## config.mk

```make
export PLATFORM = sky130hd
export DESIGN_NAME = act_feed_sequencer
export DESIGN_NICKNAME = d
export VERILOG_FILES = /design/src/rtl/act_feed_sequencer.sv
export SDC_FILE = /design/constraint.sdc
export NUM_CORES = 1
export LEC_CHECK = 0
export BUFFER_PORTS_ARGS = -buffer_cell sky130_fd_sc_hd__buf_2
export CAP_MARGIN = 20
export CORE_AREA = 5 5 59 61
export DETAILED_ROUTE_END_ITERATION = 16
export DIE_AREA = 0 0 64 66
export PLACE_DENSITY = 0.72
export SETUP_SLACK_MARGIN = 0.4
export SLEW_MARGIN = 30
export SYNTH_ARGS = -nofsm -noshare
export SYNTH_HDL_FRONTEND = slang
export SYNTH_SLANG_ARGS = --single-unit
```

## constraint.sdc

```tcl
create_clock -name clk -period 5.3 [get_ports clk]
set_input_delay 0.53 -clock clk [delete_from_list [all_inputs] [get_ports clk]]
set_output_delay 0.53 -clock clk [all_outputs]
set_load 0.02 [all_outputs]
```

## src/rtl/act_feed_sequencer.sv

```systemverilog
// Row-0 read sequencer for the systolic array activation buffer: streams ROW_LEN
// reads per tile, waits out the skew drain plus GAP, and pulses done after the last tile.
module act_feed_sequencer #(
    parameter int SYS_ROWS = 4,
    parameter int ROW_LEN  = 8,
    parameter int GAP      = 2,
    parameter int TILE_W   = 8,
    parameter int ROW_W    = (ROW_LEN > 1) ? $clog2(ROW_LEN) : 1
) (
    input  logic              clk,
    input  logic              rst,
    input  logic              start,
    input  logic [TILE_W-1:0] num_tiles,
    input  logic              stall,
    output logic              read,
    output logic [ROW_W-1:0]  row_idx,
    output logic [TILE_W-1:0] tile_idx,
    output logic              last_row,
    output logic              busy,
    output logic              done
);

    localparam int D  = SYS_ROWS - 1 + GAP;
    localparam int DW = (D > 1) ? $clog2(D + 1) : 1;
    localparam logic [ROW_W-1:0] ROW_LAST = ROW_W'(ROW_LEN - 1);
    localparam logic [DW-1:0]    D_LOAD   = DW'(D);

    typedef enum logic [1:0] {
        IDLE  = 2'd0,
        FEED  = 2'd1,
        DRAIN = 2'd2,
        DONE  = 2'd3
    } state_t;

    state_t              state;
    logic [DW-1:0]       drain_cnt;
    logic [TILE_W-1:0]   tiles_q;
    logic                tile_last;

    // read follows stall in the same cycle so the array never sees a read it refused
    assign read      = (state == FEED) && !stall;
    assign last_row  = read && (row_idx == ROW_LAST);
    assign busy      = (state != IDLE);
    assign done      = (state == DONE);
    assign tile_last = (tile_idx == (tiles_q - TILE_W'(1)));

    always_ff @(posedge clk) begin
        if (rst) begin
            state     <= IDLE;
            row_idx   <= '0;
            tile_idx  <= '0;
            drain_cnt <= '0;
            tiles_q   <= '0;
        end else begin
            case (state)
                IDLE: begin
                    if (start) begin
                        row_idx  <= '0;
                        tile_idx <= '0;
                        tiles_q  <= num_tiles;
                        state    <= (num_tiles != '0) ? FEED : DONE;
                    end
                end
                FEED: begin
                    if (!stall) begin
                        if (row_idx != ROW_LAST) begin
                            row_idx <= row_idx + ROW_W'(1);
                        end else begin
                            row_idx <= '0;
                            // with no drain time the next tile starts straight away
                            if (D == 0) begin
                                if (tile_last) begin
                                    state <= DONE;
                                end else begin
                                    tile_idx <= tile_idx + TILE_W'(1);
                                end
                            end else begin
                                drain_cnt <= D_LOAD;
                                state     <= DRAIN;
                            end
                        end
                    end
                end
                DRAIN: begin
                    if (drain_cnt <= DW'(1)) begin
                        drain_cnt <= '0;
                        if (tile_last) begin
                            state <= DONE;
                        end else begin
                            tile_idx <= tile_idx + TILE_W'(1);
                            state    <= FEED;
                        end
                    end else begin
                        drain_cnt <= drain_cnt - DW'(1);
                    end
                end
                DONE: begin
                    state <= IDLE;
                end
                default: begin
                    state <= IDLE;
                end
            endcase
        end
    end

endmodule
```

==> results.txt <==
The share of synthesized area spent on multiplexers is 0.717%. The area of the multi-input gates is 845 um2. In the routed layout, each cell is associated on average with a via count of 5.63.

The maximum clock frequency is 401 MHz. The share of synthesized cell area in and, or, nand and nor gates is 27.2%. The number of DRC violations after detailed-routing iteration 0 came out at 87. The total of max-cap violations came out at 0.

The proportion of register bits with asynchronous set or reset after synthesis came out at 0%. The number of buffers on the longest clock path came out at 2. The first global-routing pass estimated 5.28 mm of wire. The total overflow left after global routing is 0. Sorting the synthesized cells by area gives the leading types as sky130_fd_sc_hd__dfxtp_1 (34%), sky130_fd_sc_hd__a21oi_1 (7.5%), sky130_fd_sc_hd__nand2_1 (6.2%). The number of register bits inferred by synthesis came out at 24.

The count of final max-slew check failures was 0. Global routing consumed, over all layers together, 15.5% of the routing resources. For this run, design rule violations remaining after detail routing come to 0. The tightest min-delay check is of the input port to flop type. The total power divided by cell area is 277 mW/mm2. The placeable core area is 0.00293 mm2. Setup repair after global routing left no endpoint under its margin. The slowest stage of the critical path is the sky130_fd_sc_hd__o41ai_4 cell. The largest vdd supply drop is 178 uV. The leakage power is 0.665 nW. In this run the remaining antenna-violating nets after routing total 0. The cell area after layout is 0.00156 mm2.

Walking the worst path, the cells encountered are inv_1, ha_1, nand2b_1, o211a_1, o31a_1, o41ai_4, o21ai_0, a21oi_1. The type of destination of the critical path is a flop. The clock latency reported for the late side of the worst-skew pair came out at 310 ps. Of the total synthesized cell area, the portion taken by full adders, half adders and majority gates is 5.38%. The complex-gate fraction of the synthesized area is 19.3%.

The initial core utilization is 47.6%. The sequential cells in the finished layout cover a total of 480 um2. The smallest clock period supported by the final layout is computed as 2490 ps.

The synthesis-to-finish area growth came out at 11.7%. The final core area utilization is 53.2%. In the post-synthesis netlist, the cell with the most instances is sky130_fd_sc_hd__dfxtp_1.

The last weighted congestion value of the routability-driven placer came out at 0.839. The die is 66 um tall. The kind of critical path is flop to flop. The count of yosys warnings during synthesis is 0.

By count the netlist is led by sky130_fd_sc_hd__dfxtp_1 (24), sky130_fd_sc_hd__nand2_1 (23), sky130_fd_sc_hd__a21oi_1 (21). The horizontal die dimension came out at 64 um. The total die area came out at 0.00422 mm2. The number of global-route vias before repair came out at 1248. The tree is rooted in a sky130_fd_sc_hd__clkbuf_4. The TritonCTS buffer count came out at 3.

The fraction of layout cells with a size suffix above 1 came out at 19.7%. The pin count of the biggest net entering global routing is 18. The average detailed-routed wire length per instance came out at 13.4 um. The synthesized-area fraction occupied by xor and xnor cells is 7.98%. Counting every instance in the synthesized netlist gives 171.

The worst hold slack after final layout is 460 ps. The prevailing post-synth register cell is sky130_fd_sc_hd__dfxtp_1. The total standard cell area after synthesis is 0.00140 mm2. The data required time at the worst endpoint is 5550 ps. The number of antenna violations at the first check in global routing is 0. The number of enable flip-flop cells after synthesis came out at 0. The total negative slack for setup checks is 0 ps. After synthesis, flip-flops and latches occupy 34.4% of the total area. CTS built an H-tree with a depth of 1.

The flow ran to the end, and the final reports show no timing, DRC or antenna violations. The worst setup skew after layout came out at 4.88 ps. After detailed placement, the total cell area comes to 0.00152 mm2. The count of different cell masters after synthesis is 43. The post-route fraction of the period consumed by the critical path came out at 47.1%. The cell type with the largest total area after synthesis is sky130_fd_sc_hd__dfxtp_1.

The standard-cell row count came out at 20. The critical-path maximum fanout came out at 14. For the pin with the worst max-slew slack, the measured transition is 702 ps. The number of diodes added for antenna fixing is 0. The number of instances resized during post-cts repair came out at 0. The count of clock tree sinks came out at 24. The total vias in the final route is 1272. The relative slew slack came out at 53.0%. The number of filler cells placed in the layout is 295. The average footprint of a synthesized cell is 8.16 um2. For this run, the number of standard cells in the final layout without fillers is 226. The net count after synthesis is 189. STA puts the critical path data arrival time at 2740 ps. Clock-pin slew was measured on the worst setup and hold paths at 130 ps.

The worst stage delay on the critical path is 720 ps. TritonCTS built the clock tree. The proportion of netlist area held by the largest area contributor is 34.4%. The number of nets in the finished design came out at 212. The largest family of logic cells by synthesized area is simple AND/OR/NAND/NOR gates. The placed cell count came out at 222.

The number of search-and-repair iterations in the first detailed-routing pass came out at 4. The final-report hold violation count came out at 0. The half-perimeter wire length of the detailed placement result is 2.36 mm. The count of buffers inserted at the top-level ports came out at 26. The post-cts hold buffer count is 0. The total setup violations reported at the end of the flow is 0.

The final wirelength is 3.02 mm. After clock tree synthesis, the setup repair step added 0 buffers. The kind of launch point of the worst setup path is a flop. The top-level port count came out at 27.
[through the flow]
| stage | power (mW) | worst slack [ps] |
|---|---|---|
| after floorplan | 0.318 | 3070 |
| after global placement | 0.336 | 2960 |
| after detailed placement | 0.342 | 2830 |
| after CTS | 0.438 | 2810 |
| after global routing | 0.463 | 2560 |
| final | 0.432 | 2810 |
[final timing paths]
kind / startpoint / endpoint / slack [ps] / depth (start not counted)
max: tiles_q[0] / tile_idx[6] / 2810 / 8
min: num_tiles[3] / tiles_q[3] / 460 / 3
min reg2reg: tiles_q[7] / tiles_q[7] / 490 / 2
max reg2reg: tiles_q[0] / tile_idx[6] / 2810 / 8
[layer usage]
layer	GRT usage (%)	routed length [um]
met1	17.0	1290
met5	0	0
met3	3.74	172
met4	5.97	30
met2	28.4	1530
[cell families after synthesis]
family,after synthesis
and+or+nand+nor,74
AOI/OAI and AO/OA,40
DFF,24
buffers and inverters,15
xor gates and xnor gates,11
adders and majority gates,6
muxes,1
[cells in the final DEF, fill, tap and decap left out, types with 2 or more instances in the layout]
cell type and instances:
sky130_fd_sc_hd__a21oi_1 21, sky130_fd_sc_hd__a22oi_1 3, sky130_fd_sc_hd__and2_1 3, sky130_fd_sc_hd__buf_2 26, sky130_fd_sc_hd__clkbuf_4 3, sky130_fd_sc_hd__dfxtp_1 24, sky130_fd_sc_hd__ha_1 6, sky130_fd_sc_hd__inv_1 7
sky130_fd_sc_hd__nand2_1 23, sky130_fd_sc_hd__nand2b_1 6, sky130_fd_sc_hd__nand3_1 2, sky130_fd_sc_hd__nand3b_1 3, sky130_fd_sc_hd__nand4_1 3, sky130_fd_sc_hd__nor2_1 13, sky130_fd_sc_hd__nor3_1 6, sky130_fd_sc_hd__nor4_1 3
sky130_fd_sc_hd__o21ai_0 3, sky130_fd_sc_hd__o21ai_1 4, sky130_fd_sc_hd__or3_1 5, sky130_fd_sc_hd__xnor2_1 3, sky130_fd_sc_hd__xnor2_2 2, sky130_fd_sc_hd__xor2_1 6
[worst max-delay path, delay by kind of cell, from the launching register on]
kind | cells | cell delay (ps)
AOI/OAI and AO/OA | 5 | 1520
adders and majority gates | 1 | 250
buffers and inverters | 1 | 70
DFF | 1 | 420
and+or+nand+nor | 1 | 180
[flip-flops by register name, indices dropped and copies added (netlist names)]
register	flops
drain_cnt	3
row_idx	3
state	2
tile_idx	8
tiles_q	8
[where the power goes]
group / switching, mW / internal, mW
combinational: 0.0739 / 0.0528
clock: 0.0524 / 0.0419
sequential: 0.0192 / 0.192
[final cells by class]
class                   instances  area share [%]
flip-flops and latches         24            30.8
clock buffers                   4            2.33
well taps                      33            2.65
multi-input cells             132            54.2
repair buffers                 26            8.35
inverters                       7            1.69
Power figures use the tool's default switching activity.
